[config.mk]
export PLATFORM = sky130hd
export DESIGN_NAME = lock_arbiter_multi
export DESIGN_NICKNAME = d
export VERILOG_FILES = /design/src/rtl/lock_arbiter_multi.sv
export SDC_FILE = /design/constraint.sdc
export NUM_CORES = 1
export LEC_CHECK = 0
export CAP_MARGIN = 10
export CORE_UTILIZATION = 30
export DETAILED_ROUTE_END_ITERATION = 8
export HOLD_SLACK_MARGIN = 0.05
export PLACE_DENSITY = 0.63
export RECOVER_POWER = 100
export SYNTH_ARGS = -nofsm -noshare
export SYNTH_HDL_FRONTEND = slang
export SYNTH_SLANG_ARGS = --single-unit
[constraint.sdc]
create_clock -name clk -period 4.5 [get_ports clk]
set_clock_uncertainty 0.15 [all_clocks]
set_input_delay 0.45 -clock clk [delete_from_list [all_inputs] [get_ports clk]]
set_output_delay 0.45 -clock clk [all_outputs]
set_load 0.005 [all_outputs]
[src/rtl/lock_arbiter_multi.sv]
// Multi-slot lock manager: serves lock/unlock commands from accelerators over a command stream.
// Optional build macro LOCK_OWNER_CHECK_EN adds per-lock owner tracking (owner-only unlock, re-entrant lock).
module lock_arbiter_multi #(
  parameter int unsigned NUM_LOCKS    = 16,
  parameter int unsigned LOCK_ID_BITS = 8,
  parameter int unsigned ACC_ID_BITS  = 4
) (
  input  logic                             clk,
  input  logic                             rst,
  input  logic                             cmd_in_tvalid,
  output logic                             cmd_in_tready,
  input  logic [63:0]                      cmd_in_tdata,
  input  logic [ACC_ID_BITS-1:0]           cmd_in_tid,
  output logic                             ack_out_tvalid,
  input  logic                             ack_out_tready,
  output logic [63:0]                      ack_out_tdata,
  output logic [ACC_ID_BITS-1:0]           ack_out_tdest,
  output logic [$clog2(NUM_LOCKS+1)-1:0]   locks_held,
  output logic                             err_pulse
);

  localparam int unsigned CNT_W = $clog2(NUM_LOCKS + 1);
  localparam int unsigned IDX_W = (NUM_LOCKS > 1) ? $clog2(NUM_LOCKS) : 1;

  localparam logic [7:0] CMD_LOCK   = 8'h04;
  localparam logic [7:0] CMD_UNLOCK = 8'h06;
  localparam logic [7:0] ACK_OK     = 8'h01;
  localparam logic [7:0] ACK_REJECT = 8'h00;

  typedef enum logic [1:0] {IDLE, EXEC, RESP} state_t;

  state_t                   state, state_nxt;
  logic                     ready_q;
  logic [7:0]               cmd_code;
  logic [LOCK_ID_BITS-1:0]  lock_id;
  logic [ACC_ID_BITS-1:0]   acc_id;
  logic [NUM_LOCKS-1:0]     lock_bits;
  logic [63:0]              ack_tdata_q;
  logic [ACC_ID_BITS-1:0]   ack_tdest_q;
  logic [CNT_W-1:0]         locks_held_q;
  logic [CNT_W-1:0]         popcnt;

  logic [IDX_W-1:0]         idx;
  logic                     id_ok, held;
  logic                     set_bit, clr_bit, ack_ok, err;
  logic                     accept;

  // Header bits outside the opcode/ID fields carry no meaning here.
  logic unused_hdr;
  assign unused_hdr = ^cmd_in_tdata;

  assign accept = cmd_in_tvalid && ready_q;
  assign idx    = IDX_W'(lock_id);
  assign id_ok  = (32'(lock_id) < NUM_LOCKS);
  assign held   = id_ok && lock_bits[idx];

`ifdef LOCK_OWNER_CHECK_EN
  logic [ACC_ID_BITS-1:0] owner [NUM_LOCKS];
  logic                   owner_match;
  assign owner_match = (owner[idx] == acc_id);

  always_ff @(posedge clk) begin
    if (set_bit) owner[idx] <= acc_id;
  end
`endif

  always_comb begin
    state_nxt = state;
    set_bit   = 1'b0;
    clr_bit   = 1'b0;
    ack_ok    = 1'b0;
    err       = 1'b0;
    case (state)
      IDLE: if (accept) state_nxt = EXEC;
      EXEC: begin
        state_nxt = IDLE;
        if (cmd_code == CMD_LOCK) begin
          state_nxt = RESP;
          if (!id_ok) err = 1'b1;
          else if (!held) begin
            set_bit = 1'b1;
            ack_ok  = 1'b1;
          end
`ifdef LOCK_OWNER_CHECK_EN
          else if (owner_match) ack_ok = 1'b1;
`endif
        end else if (cmd_code == CMD_UNLOCK) begin
          if (!id_ok) err = 1'b1;
`ifdef LOCK_OWNER_CHECK_EN
          else if (held && owner_match) clr_bit = 1'b1;
          else err = 1'b1;
`else
          else clr_bit = 1'b1;
`endif
        end else begin
          err = 1'b1;
        end
      end
      RESP: if (ack_out_tready) state_nxt = IDLE;
      default: state_nxt = IDLE;
    endcase
  end

  always_comb begin
    popcnt = '0;
    for (int unsigned i = 0; i < NUM_LOCKS; i++) popcnt = popcnt + CNT_W'(lock_bits[i]);
  end

  always_ff @(posedge clk) begin
    if (rst) begin
      state        <= IDLE;
      ready_q      <= 1'b0;
      cmd_code     <= '0;
      lock_id      <= '0;
      acc_id       <= '0;
      lock_bits    <= '0;
      ack_tdata_q  <= '0;
      ack_tdest_q  <= '0;
      locks_held_q <= '0;
    end else begin
      state        <= state_nxt;
      // Registered ready keeps tready low through reset and the cycle after.
      ready_q      <= (state_nxt == IDLE);
      locks_held_q <= popcnt;
      if (accept) begin
        cmd_code <= cmd_in_tdata[7:0];
        lock_id  <= cmd_in_tdata[8 +: LOCK_ID_BITS];
        acc_id   <= cmd_in_tid;
      end
      if (set_bit) lock_bits[idx] <= 1'b1;
      if (clr_bit) lock_bits[idx] <= 1'b0;
      if (state == EXEC) begin
        ack_tdata_q <= {48'h0, 8'(lock_id), (ack_ok ? ACK_OK : ACK_REJECT)};
        ack_tdest_q <= acc_id;
      end
    end
  end

  assign cmd_in_tready  = ready_q;
  assign ack_out_tvalid = (state == RESP);
  assign ack_out_tdata  = ack_tdata_q;
  assign ack_out_tdest  = ack_tdest_q;
  assign locks_held     = locks_held_q;
  assign err_pulse      = err;

endmodule

# [Yosys cells after proc, flatten, opt, wreduce, memory -nomap -nowiden]
# Index checks and enable logic that the tools add are counted.
# W data, S select, Z words.
[op_classes] eq_ne=4 n_reduce_logical=5 bitwise=3 addsub=15 order_cmp=3 n_mux=24
[op_table] op="$add A5 B1 Y5" n=11
[op_table] op="$mux W16" n=3
[op_table] op="$and A16 B16 Y16" n=1
[op_table] op="$eq A8 B3 Y1 const B" n=2
[op_table] op="$not A16 Y16" n=1
[op_table] op="$or A16 B16 Y16" n=1
[op_table] op="$mux W1" n=15
[op_table] op="$lt A8 B5 Y1 const B" n=1
[op_table] op="$mux W2" n=3
[op_table] op="$pmux W2 S3" n=1
[op_table] op="$add A4 B1 Y5" n=1
[op_table] op="$lt A4 B5 Y1 const B" n=1
[op_table] op="$add A3 B1 Y4" n=1
[op_table] op="$bmux W1 S4" n=1
[op_table] op="$demux W1 S4" n=1
[op_table] op="$ge A4 B1 Y1 const B" n=1
[op_table] op="$logic_not A2 Y1" n=2
[op_table] op="$add A2 B1 Y3" n=1
[op_table] op="$logic_and A1 B1 Y1" n=3
[op_table] op="$add A1 B1 Y2" n=1
[op_table] op="$eq A2 B1 Y1 const B" n=1
[op_table] op="$eq A2 B2 Y1 const B" n=1
[totals] input_bits=72 out_inout_bits=76 word_cells=63 ff_bits=64

# [Depth between registers and ports, before layout]
# Gate-level depths: netlist of run 1.
[logic_depth] ltp_word=15 mapped_depth=13 depth_no_buf=13

# [Least setup slack after synthesis of run 1]
# No wires, ideal clock.
[synth_timing] kind="register -> register" start="reg lock_bits[0]" end="reg locks_held_q[3] (netlist: locks_held[3])" setup_ns=0.128 synth_period_minus_slack_ns=3.438 path_slack_ns=1.062 path_stages_with_launch=12 n_path_buf=0 t_arrival_ns=3.160 cell_sequence="dfxtp_1 -> inv_1 -> fa_1 -> fa_1 -> fa_1 -> fa_1 -> inv_1 -> ha_1 -> a21o_1 -> a21oi_1 -> xor2_1 -> nor2_1"
[synth_via] elab_chain_len=15
[synth_lines] item="start, declared" line="37" text="logic [NUM_LOCKS-1:0] lock_bits;"
[synth_lines] item="start signal, assigned" line="116" text="lock_bits <= '0;"
[synth_lines] item="start signal, assigned by index" line="130" text="if (set_bit) lock_bits[idx] <= 1'b1;"
[synth_lines] item="start signal, assigned by index" line="131" text="if (clr_bit) lock_bits[idx] <= 1'b0;"
[synth_lines] item="$add A1 B1 Y2" line="106" text="for (int unsigned i = 0; i < NUM_LOCKS; i++) popcnt = popcnt + CNT_W'(lock_bits[i]);"
[synth_lines] item="$add A2 B1 Y3" line="106"
[synth_lines] item="$add A3 B1 Y4" line="106"
[synth_lines] item="$add A4 B1 Y5" line="106"
[synth_lines] item="$add A5 B1 Y5 (11 in a row)" line="106"
[synth_lines] item="end signal, assigned" line="124" text="locks_held_q <= popcnt;"
[synth_lines] item="end, declared" line="40" text="logic [CNT_W-1:0] locks_held_q;"
# No other way between the ends.
# A chain may end at the register's enable or synchronous reset.

# [Worst setup path after layout of run 1]
[layout_timing] start="reg lock_bits[5]" end="reg locks_held_q[3] (netlist: locks_held[3])"
[layout_via] elab_chain_len=11
[layout_lines] item="$add A5 B1 Y5 (11 in a row)" line="106"
# No other way between the ends.

==> results of run 1 <==
## Yosys cell counts (2+ instances only)
cell type	number	share of area, %
sky130_fd_sc_hd__dfxtp_1	57	36
sky130_fd_sc_hd__a211oi_1	8	1.9
sky130_fd_sc_hd__nand2_1	68	8.0
sky130_fd_sc_hd__nor4_1	6	1.2
sky130_fd_sc_hd__fa_1	10	6.3
sky130_fd_sc_hd__inv_1	31	3.7
sky130_fd_sc_hd__buf_6	2	0.71
sky130_fd_sc_hd__mux4_2	4	2.8
sky130_fd_sc_hd__xor2_1	2	0.55
sky130_fd_sc_hd__a41oi_1	4	1.1
sky130_fd_sc_hd__nor2b_1	3	0.59
sky130_fd_sc_hd__ha_1	5	2.0
sky130_fd_sc_hd__nor2_1	6	0.71
sky130_fd_sc_hd__clkbuf_1	18	2.1
sky130_fd_sc_hd__nand2b_1	7	1.4
sky130_fd_sc_hd__a21oi_1	44	6.9
sky130_fd_sc_hd__buf_1	3	0.35
sky130_fd_sc_hd__or4_1	2	0.47
sky130_fd_sc_hd__nor3_1	29	4.6
sky130_fd_sc_hd__buf_4	55	13
sky130_fd_sc_hd__a31oi_1	4	0.79
## state kept, by name (all words and copies together) (netlist names)
register	cells
acc_id	4
ack_out_tdata	9
ack_out_tdest	4
cmd_code	8
cmd_in_tready	1
lock_bits	16
lock_id	8
locks_held	5
state	2
## worst paths after layout
path                startpoint             to  slack (ns)  cells past startpoint
setup / recovery  lock_bits[5]  locks_held[3]        0.82                     11
hold reg to reg    cmd_code[2]    cmd_code[2]        0.30                      2
hold / removal     cmd_code[2]    cmd_code[2]        0.30                      2
setup reg to reg  lock_bits[5]  locks_held[3]        0.82                     11
## cell type report
type / instances / area (µm²) / share of cell area (%)
multi-input combinational: 273 / 1610 / 44.1
inverter: 31 / 116 / 3.19
clock inverter: 5 / 31.3 / 0.856
timing repair buffer: 45 / 443 / 12.1
tap: 136 / 170 / 4.66
sequential: 57 / 1140 / 31.2
clock buffer: 11 / 141 / 3.87
## power groups by stage
stage | combinational, W | sequential (W) | clock, W
floorplan | 0.0000944 | 0.000531 | 0
global placement | 0.0000864 | 0.000539 | 0
detailed placement | 0.0000869 | 0.000540 | 0
CTS | 0.0000872 | 0.000529 | 0.000429
finish | 0.0000867 | 0.000529 | 0.000421
global route | 0.0000974 | 0.000530 | 0.000454
## per-stage QoR
step | instance area (µm²) | total power, W | hold WS, ns | utilization (%) | worst slack, ns
floorplan | 3380 | 0.000626 | 0.282 | - | 1.06
global placement | 3480 | 0.000626 | 0.290 | 33.9 | 0.865
detailed placement | 3480 | 0.000627 | 0.295 | 33.9 | 0.825
CTS | 3650 | 0.00104 | 0.304 | 35.5 | 0.806
global route | 3650 | 0.00108 | 0.329 | 35.5 | 0.646
finish | 3650 | 0.00104 | 0.300 | 35.5 | 0.824
## per-layer routing
metal | track usage (%) | vias up | routed length, µm
met5 | 0 | - | 0
met4 | 5.63 | 0 | 138
met3 | 3.31 | 13 | 397
met2 | 19.9 | 103 | 3210
met1 | 14.6 | 1154 | 2790
li1 | - | 1232 | -
## logic make-up after synthesis
group	count (synthesis)
buffers and inverters	109
DFF	57
adders and majority gates	15
and+or+nand+nor	132
xor gates and xnor gates	2
AOI/OAI and AO/OA	63
muxes	6
other	1
## worst max-delay path, cell delays in order, from the launching register on
cell                      delay (ns)
sky130_fd_sc_hd__dfxtp_1        0.40
sky130_fd_sc_hd__inv_1          0.08
sky130_fd_sc_hd__fa_1           0.55
sky130_fd_sc_hd__fa_1           0.43
sky130_fd_sc_hd__fa_1           0.43
sky130_fd_sc_hd__fa_1           0.59
sky130_fd_sc_hd__inv_1          0.06
sky130_fd_sc_hd__ha_1           0.29
sky130_fd_sc_hd__a21o_1         0.16
sky130_fd_sc_hd__a21oi_1        0.18
sky130_fd_sc_hd__xor2_1         0.16
sky130_fd_sc_hd__nor2_1         0.05
==> summary.txt, run 1 <==
Floorplanning
  – Width of the die: 105 µm
  – Initial Util: around 31%
  – Area of the core region: 10300 µm²
  – Vert. Die Dim: approximately 100 µm
  – Row count: 37
  – Die area: 11000 µm²
  – Ports: 148

Worst setup path
  – Worst endpoint data arrival time: roughly 3.7 ns
  – Kind of end point of the critical path: register
  – Required @ worst endpoint: 4.54 ns
  – Kind of start point of the critical path: register
  – Highest fanout seen on the critical path: 3
  – Setup Crit Path Kind: register to register

STA
  – Slew at the pin closest to its max-slew limit: 1.03 ns
  – RSZ-0062 raised after global routing: no
  – Number of failing hold endpoints at the final stage: 0
  – Final Setup Violations: 0
  – Fmax achieved: 272 MHz
  – Portion of the clock cycle consumed by the worst path in the final layout: between 80% and 90%
  – Clock period minus worst slack: 3.68 ns
  – Slew margin rel.: roughly a third
  – Number of max-slew violations in the final report: 0
  – TNS Setup: 0 ns

Clock network
  – Clock Latency Late Sink: 0.34 ns
  – Buffer count from post-CTS setup fixing: 0
  – Cell at the root of the clock tree: sky130_fd_sc_hd__clkbuf_8
  – Clock buffer count from CTS: 9
  – TritonCTS clock tree: done
  – TritonCTS Sinks: 57
  – Count of H-tree levels built during CTS: 3
  – Post-CTS Resized: 0
  – Bufs on Longest Clock Path: 2
  – Hold-fix buffers, CTS: 0
  – Clock transition at path regs: 0.07 ns

Power
  – Clock power frac: between 40% and 50%
  – Combinational share of power: 8.4%
  – Reg power frac: 51.0%
  – Net Sw Power: 0.000273 W
  – Leakage power: ~1.4 nW
  – Switching Share: 26.4%
  – Internal Power: ~0.00076 W
  – VDD IR max: 0.161 mV
  – Pwr/cell area: 284 nW/µm²

Hold path
  – Hold crit path type: register to register

Global routing
  – Vias in the first global route: 2284
  – Global-route usage over all layers: 12.1%
  – Maximum number of pins on one net before global-route repair: 58
  – Remaining global-route overflow: 0
  – Wire length of the first global-routing pass: 10.6 mm
  – Number of antenna violations at the first check in global routing: 0

Drt
  – DRC violations left: 0
  – Final WL: 6.53 mm
  – Avg Vias per Cell: between 4 and 5
  – Wire per inst: approximately 12 µm
  – Vias after detailed routing: roughly 2500
  – First-pass iteration count of the detailed router: 4
  – Residual antenna-violating net count after detailed routing: 0
  – Number of DRC violations after detailed-routing iteration 0: 246

Placement
  – I/O Buffers: 44
  – Placed cell count: around 540
  – Global placer's final weighted congestion: 0.836
  – Post-DP HPWL: 4.62 mm

Synthesis
  – Area fraction in and, or, nand and nor cells after synthesis: 20.3%
  – Average instance area after synthesis: between 8 and 9 µm²
  – Area share of xor/xnor cells in the synthesized design: less than 1%
  – Portion of the post-synthesis area used by sequential elements: 35.9%
  – Number of storage elements in the synthesis netlist: 57
  – Area share of fa/ha/maj cells after synthesis: 8.27%
  – Top_reg_cell synth: sky130_fd_sc_hd__dfxtp_1
  – Number of library cell types mapped by synthesis: 38
  – Syn Inst Count: around 390
  – Portion of netlist area occupied by mux cells: 3.50%
  – Number of warnings printed during yosys synthesis: 0
  – Synthesized-area fraction occupied by ao, oa, aoi and oai cells: 11.5%
  – Synthesized area: between 3000 and 4000 µm²
  – Ys async rst share: 0%
  – Number of synthesized flops with an enable pin: 0
  – Dominant combinational cell family by area after synthesis: simple AND/OR/NAND/NOR gates

Finish
  – Area added between synthesis and finish: 14.9%
  – Nets: 504
  – Most common cell after layout, fill and taps aside: sky130_fd_sc_hd__nand2_1
  – Count of placed standard cells in the final layout, fillers left out: 558
  – Share of final-layout standard cells stronger than drive strength 1: 6.64%
  – Antenna cell count: 0
  – Highest-count cells in the layout ignoring fill and taps: 68 x sky130_fd_sc_hd__nand2_1, 57 x sky130_fd_sc_hd__dfxtp_1, 55 x sky130_fd_sc_hd__conb_1
  – Final-layout fill cell count: 1070

Job
  – Maximum capacitance violations: 0

Status
  – Run status: completed
Power figures use the tool's default switching activity.
==> inputs of run 2 (changes only) <==
==> constraint.sdc (replaced) <==
create_clock -name clk -period 3.8 [get_ports clk]
set_clock_uncertainty 0.15 [all_clocks]
set_input_delay 0.38 -clock clk [delete_from_list [all_inputs] [get_ports clk]]
set_output_delay 0.38 -clock clk [all_outputs]
set_load 0.005 [all_outputs]
==> run 2 against run 1 <==
The flow now finishes with violations (capacitance limit, slew limit). Count of clock-buffer cells in the layout is 2 lower. Largest power group unchanged. Sequential share of layout area about the same. Routed wire length up 2.4%. Critical endpoint is now locks_held[4]. Largest cell class unchanged. Global-route usage rose by 0.32 points. Core utilization barely moved. Combinational power up 18%. Maximum frequency is 1.9% higher. Worst hold slack lost 0.0012 ns.
==> summary.txt, run 2 (same netlist as run 1, synthesis figures left out) <==
Drt
  – Wire per inst: 12.0 µm (was 11.7 µm)
  – DRC violations left: 0 (unchanged)
  – Residual antenna-violating net count after detailed routing: 0 (unchanged)
  – Avg Vias per Cell: 4.52 (was 4.48)
  – Final WL: 6.68 mm (was 6.53 mm)
  – Number of DRC violations after detailed-routing iteration 0: 168 (was 246)
  – First-pass iteration count of the detailed router: 5 (was 4)
  – Vias after detailed routing: 2518 (was 2502)

Worst setup path
  – Highest fanout seen on the critical path: 3 (unchanged)
  – Required @ worst endpoint: 3.90 ns (was 4.54 ns)
  – Kind of start point of the critical path: register (unchanged)
  – Kind of end point of the critical path: register (unchanged)
  – R2r worst-path depth: 12 (was 11)
  – Worst endpoint data arrival time: 3.71 ns (about the same)
  – Setup Crit Path Kind: register to register (unchanged)

Global routing
  – Wire length of the first global-routing pass: 11.0 mm (was 10.6 mm)
  – Remaining global-route overflow: 0 (unchanged)
  – Global-route usage over all layers: 12.4% (was 12.1%)
  – Maximum number of pins on one net before global-route repair: 58 (unchanged)
  – Vias in the first global route: 2259 (was 2284)
  – Number of antenna violations at the first check in global routing: 0 (unchanged)

Placement
  – Placed cell count: 542 (unchanged)
  – Worst setup slack before clock tree synthesis: 0.107 ns (was 0.825 ns)
  – I/O Buffers: 44 (unchanged)
  – Global placer's final weighted congestion: 0.830 (was 0.836)
  – Post-DP HPWL: 4.77 mm (was 4.62 mm)

Floorplanning
  – Ports: 148 (unchanged)
  – Initial Util: 30.9% (unchanged)
  – Width of the die: 105 µm (unchanged)
  – Die area: 11000 µm² (unchanged)
  – Area of the core region: 10300 µm² (unchanged)
  – Row count: 37 (unchanged)
  – Vert. Die Dim: 105 µm (unchanged)

Finish
  – Highest-count cells in the layout ignoring fill and taps: 68 x sky130_fd_sc_hd__nand2_1, 57 x sky130_fd_sc_hd__dfxtp_1, 55 x sky130_fd_sc_hd__conb_1 (unchanged)
  – Area added between synthesis and finish: 15.0% (was 14.9%)
  – Max reg flops: 16 (unchanged)
  – Final-layout fill cell count: 1096 (was 1070)
  – Count of placed standard cells in the final layout, fillers left out: 557 (was 558)
  – Register name with the most flops: lock_bits (unchanged)
  – Most common cell after layout, fill and taps aside: sky130_fd_sc_hd__nand2_1 (unchanged)
  – Area used by multi-input combinational logic: 1600 µm² (was 1610 µm²)
  – Nets: 504 (unchanged)
  – Area used by sequential logic in the layout: 1140 µm² (unchanged)
  – Share of final-layout standard cells stronger than drive strength 1: 6.65% (was 6.64%)
  – Antenna cell count: 0 (unchanged)

Clock network
  – Post-CTS Resized: 0 (unchanged)
  – Hold-fix buffers, CTS: 0 (unchanged)
  – Clock Latency Late Sink: 0.34 ns (about the same)
  – TritonCTS Sinks: 57 (unchanged)
  – Buffer count from post-CTS setup fixing: 0 (unchanged)
  – Bufs on Longest Clock Path: 2 (unchanged)
  – Clock transition at path regs: 0.07 ns (about the same)
  – Count of H-tree levels built during CTS: 3 (unchanged)
  – TritonCTS clock tree: done (unchanged)
  – Clock buffer count from CTS: 9 (unchanged)
  – Cell at the root of the clock tree: sky130_fd_sc_hd__clkbuf_8 (unchanged)

Hold path
  – Hold path depth: 2 (unchanged)
  – Hold crit path type: register to register (unchanged)

Status
  – Violations in the final reports: capacitance limit, slew limit
  – Run status: complete, but fails checks (was completed)

Power
  – VDD IR max: 0.197 mV (was 0.161 mV)
  – Leakage power: 1.42 nW (about the same)
  – Pwr/cell area: 346 nW/µm² (was 284 nW/µm²)
  – Total chip power: 0.00127 W (was 0.00104 W)

STA
  – Fmax achieved: 277 MHz (was 272 MHz)
  – Slew margin rel.: -2.51% (was 31.6%)
  – RSZ-0062 raised after global routing: no (unchanged)
  – Number of failing hold endpoints at the final stage: 0 (unchanged)
  – Setup ws final: 0.193 ns (was 0.824 ns)
  – Number of max-slew violations in the final report: 18 (was 0)
  – Portion of the clock cycle consumed by the worst path in the final layout: 94.9% (was 81.7%)
  – TNS Setup: 0 ns (unchanged)
  – Clock period minus worst slack: 3.61 ns (was 3.68 ns)
  – Final Setup Violations: 0 (unchanged)
  – Slew at the pin closest to its max-slew limit: 1.53 ns (was 1.03 ns)

Job
  – Maximum capacitance violations: 1 (was 0)
[run 2: per-stage QoR]
| stage | hold slack, ns | instance area (µm²) | util [%] |
|---|---|---|---|
| 3_3_place_gp | 0.290 | 3480 | 33.9 |
| 6_report | 0.299 | 3650 | 35.6 |
| 5_1_grt | 0.323 | 3650 | 35.6 |
| 4_1_cts | 0.303 | 3660 | 35.6 |
| 2_1_floorplan | 0.282 | 3380 | - |
| 3_5_place_dp | 0.293 | 3480 | 33.9 |
[run 2: worst max-delay path, cell delays in order (launching register included)]
cell	delay (ns)
sky130_fd_sc_hd__dfxtp_1	0.38
sky130_fd_sc_hd__inv_1	0.08
sky130_fd_sc_hd__fa_1	0.57
sky130_fd_sc_hd__fa_1	0.44
sky130_fd_sc_hd__fa_1	0.54
sky130_fd_sc_hd__fa_1	0.42
sky130_fd_sc_hd__inv_1	0.07
sky130_fd_sc_hd__ha_1	0.15
sky130_fd_sc_hd__inv_1	0.05
sky130_fd_sc_hd__fa_1	0.39
sky130_fd_sc_hd__inv_1	0.07
sky130_fd_sc_hd__a21oi_1	0.07
sky130_fd_sc_hd__nor3b_1	0.16
[run 2: metal layers]
metal  track usage [%]  part of all wire, %  routed length (µm)
met1              15.0                   42                2830
met5                 0                    0                   0
met3              2.93                  5.6                 375
met4              5.23                  2.0                 133
met2              21.1                   50                3340
[run 2: path summary, 6_finish.rpt]
kind / end / from / slack (ns)
max: locks_held[4] / lock_bits[5] / 0.19
min: cmd_code[2] / cmd_code[2] / 0.30
max reg2reg: locks_held[4] / lock_bits[5] / 0.19
min reg2reg: cmd_code[2] / cmd_code[2] / 0.30
[run 2: cell type report]
class                   count  share of cell area [%]
multi-input cells         273                    43.8
clock inverters             6                    1.64
flip-flops and latches     57                    31.2
well taps                 136                    4.66
clock buffers               9                    3.39
repair buffers             45                    12.1
inverters                  31                    3.18
[run 2: power by group]
| group | switching (W) | leakage, nW | internal (W) |
|---|---|---|---|
| combinational | 0.0000603 | 0.866 | 0.0000417 |
| sequential | 0.0000158 | 0.462 | 0.000610 |
| clock | 0.000243 | 0.0909 | 0.000295 |
==> inputs of run 3 (changes only) <==
--- a/config.mk
+++ b/config.mk
@@ -7,6 +7,7 @@
 export LEC_CHECK = 0
 export CAP_MARGIN = 10
 export CORE_UTILIZATION = 30
+export CTS_BUF_LIST = sky130_fd_sc_hd__clkbuf_4 sky130_fd_sc_hd__clkbuf_8
 export DETAILED_ROUTE_END_ITERATION = 8
 export HOLD_SLACK_MARGIN = 0.05
 export PLACE_DENSITY = 0.63
==> results of run 3 <==
The final DEF is identical to that of run 2; final timing and power are the same.
==> RTL edit: new RTL, settings of run 3 <==
Set the parameter `ACC_ID_BITS` to 5 (it was 4).
--- a/src/rtl/lock_arbiter_multi.sv
+++ b/src/rtl/lock_arbiter_multi.sv
@@ -5,3 +5,3 @@
   parameter int unsigned LOCK_ID_BITS = 8,
-  parameter int unsigned ACC_ID_BITS  = 4
+  parameter int unsigned ACC_ID_BITS  = 5
 ) (
Interface: changed (resized ack_out_tdest and cmd_in_tid); port bits go from 148 to 150. The function was not compared with the original's and may differ.
==> RTL edit against run 3 <==
- sequential share of layout area up 0.77 points
- sequential power rose by 3%
- design area rose by 1.0%
- largest power group unchanged
- combinational power grew 8%
- hold slack better by 0.0014 ns
- sequential cell count is 2 higher
- first-iteration DRC count rose by 0.60%
- power shrank 1.6%
- area after synthesis rose by 1.1%
- global-route usage is 0.13 points lower
- routed wire length fell by 0.52%
- setup slack got worse by 0.021 ns
- critical path depth shrank 1
==> RTL edit: results (changes against run 3) <==
Global route
  – Total track usage: 0.123 (was 0.124)
  – Largest net degree at the start of global routing: 61 (was 58)
  – Initial antenna violation count: 0 (unchanged)
  – First-pass GRT wire length: 10700 µm (was 11000 µm)
  – Vias in the first global route: 2257 (was 2259)

Synth
  – Most frequent cells after synthesis: nand2_1 (72), dfxtp_1 (59), buf_4 (55), a21oi_1 (39), inv_1 (27) (was nand2_1 (68), dfxtp_1 (57), buf_4 (55), a21oi_1 (44), inv_1 (31))
  – Mean Syn Cell Area: 8.41 µm² (was 8.25 µm²)
  – Area contributors post-synth: dfxtp_1 (37%), buf_4 (13%), nand2_1 (8.4%) (was dfxtp_1 (36%), buf_4 (13%), nand2_1 (8.0%))
  – Synth cell types: 37 (was 38)
  – Ys Warns: 0 (unchanged)
  – Async S/R FF share, synth: 0 (unchanged)
  – Sequential element share of the synthesized area: 0.368 (was 0.359)

Pwr
  – Peak supply drop: 0.187 mV (was 0.197 mV)
  – Leak: 0.00142 µW (about the same)
  – P_sw: 322 µW (was 319 µW)
  – Design Power: 1240 µW (was 1270 µW)

Critical path
  – R2R Path Start: lock_bits[0]$_SDFF_PP0_ (was lock_bits[5]$_SDFF_PP0_)
  – Crit Path Class: flop to flop (unchanged)
  – CP Max Fanout: 2 (was 3)
  – FF-to-FF path depth: 11 (was 12)
  – R2r endpoint: locks_held[3]$_SDFF_PP0_ (was locks_held[4]$_SDFF_PP0_)
  – R2R Setup Slk: 0.17 ns (was 0.19 ns)

Status
  – Status: complete, no violations (was complete, but fails checks)

Route
  – Via count: 2501 (was 2518)
  – DR pass1 iterations: 4 (was 5)
  – WL final: 6650 µm (was 6680 µm)
  – DR iter-0 viols: 169 (was 168)
  – Wirelength per Cell: 12.0 µm (about the same)

Placed design
  – Placed Area: 3530 µm² (was 3480 µm²)
  – IO buf count: 46 (was 44)
  – Placer congestion estimate: 0.794 (was 0.830)
  – DP Wirelength: 4670 µm (was 4770 µm)
  – Inst Count DP: 539 (was 542)
  – Setup WS pre-CTS: 0.148 ns (was 0.107 ns)

Finish
  – NumNets Final: 503 (was 504)
  – Most flops, register: lock_bits (unchanged)
  – Layout cells sized above 1: 0.0621 (was 0.0665)

Floorplanning
  – Core ar.: 10400 µm² (was 10300 µm²)

Min path
  – Worst Hold Class: flop to flop (unchanged)

CTS
  – Worst-path clk slew: 0.07 ns (about the same)
  – Root buffer cell: clkbuf_8 (unchanged)
  – CTS H-tree lvls: 3 (unchanged)

Timing
  – Fmax: 276 MHz (was 277 MHz)
  – Hold slack: 0.300 ns (was 0.299 ns)
  – Slew headroom: 0.255 (was -0.0251)
-- RTL edit: routing by layer --
metal | wire length (µm) | up-vias | GRT usage | part of all wire
met4 | 141 | 0 | 0.0644 | 0.021
met3 | 370 | 12 | 0.0359 | 0.056
met5 | 0 | - | 0 | 0
met1 | 2940 | 1165 | 0.152 | 0.44
li1 | - | 1232 | - | -
met2 | 3200 | 92 | 0.192 | 0.48
-- RTL edit: what timing repair did --
action                                  4_1_cts  5_1_grt
setup buffers                                 0        1
resized for setup                             0        1
endpoints found under the setup margin        0        2
-- RTL edit: worst min-delay path by stage --
stage                                           endpoint                            from  cells past startpoint
after floorplan            ack_out_tdest[0]$_SDFFE_PP0P_          acc_id[0]$_SDFFE_PP0P_                      2
after global placement     ack_out_tdest[2]$_SDFFE_PP0P_          acc_id[2]$_SDFFE_PP0P_                      2
after detailed placement   ack_out_tdest[2]$_SDFFE_PP0P_          acc_id[2]$_SDFFE_PP0P_                      2
after CTS                  ack_out_tdest[2]$_SDFFE_PP0P_          acc_id[2]$_SDFFE_PP0P_                      2
after global routing       ack_out_tdest[2]$_SDFFE_PP0P_          acc_id[2]$_SDFFE_PP0P_                      2
final                     ack_out_tdata[10]$_SDFFE_PP0P_  ack_out_tdata[10]$_SDFFE_PP0P_                      2
-- RTL edit: through the flow --
| step | TNS, ns | util |
|---|---|---|
| floorplan | 0 | - |
| global placement | 0 | 0.341 |
| detailed placement | 0 | 0.341 |
| CTS | 0 | 0.357 |
| global route | -0.0114 | 0.356 |
| finish | 0 | 0.356 |
-- RTL edit: area by class of cell --
cell class | count | area, µm²
clock inverter | 5 | 30.0
clock buffer | 10 | 138
timing repair buffer | 47 | 463
sequential | 59 | 1180
multi-input combinational | 271 | 1610
tap | 136 | 170
inverter | 27 | 101
fill | 1050 | 6680
-- RTL edit: logic make-up after synthesis --
kind of cell               after synthesis  synth area share
DFF                                     59             0.368
buffers and inverters                  106             0.190
adders and majority gates               15            0.0818
xor gates and xnor gates                 2           0.00545
AOI/OAI and AO/OA                       59             0.113
other                                    1           0.00117
and+or+nand+nor                        134             0.210
muxes                                    6            0.0308
-- RTL edit: power groups by stage --
stage	registers [µW]	clock network [µW]	logic, µW
final	646	488	110
after global routing	648	526	123
after CTS	647	498	112
after detailed placement	661	0	112
after global placement	660	0	112
after floorplan	652	0	117
-- RTL edit: critical path, cell delays in order, from the launching register on --
cell and delay [ns]:
dfxtp_1 0.33, inv_1 0.07, fa_1 0.58, fa_1 0.45, fa_1 0.44, fa_1 0.57
inv_1 0.05, ha_1 0.28, a21o_1 0.17, a21oi_1 0.17, xor2_1 0.17, nor2_1 0.06
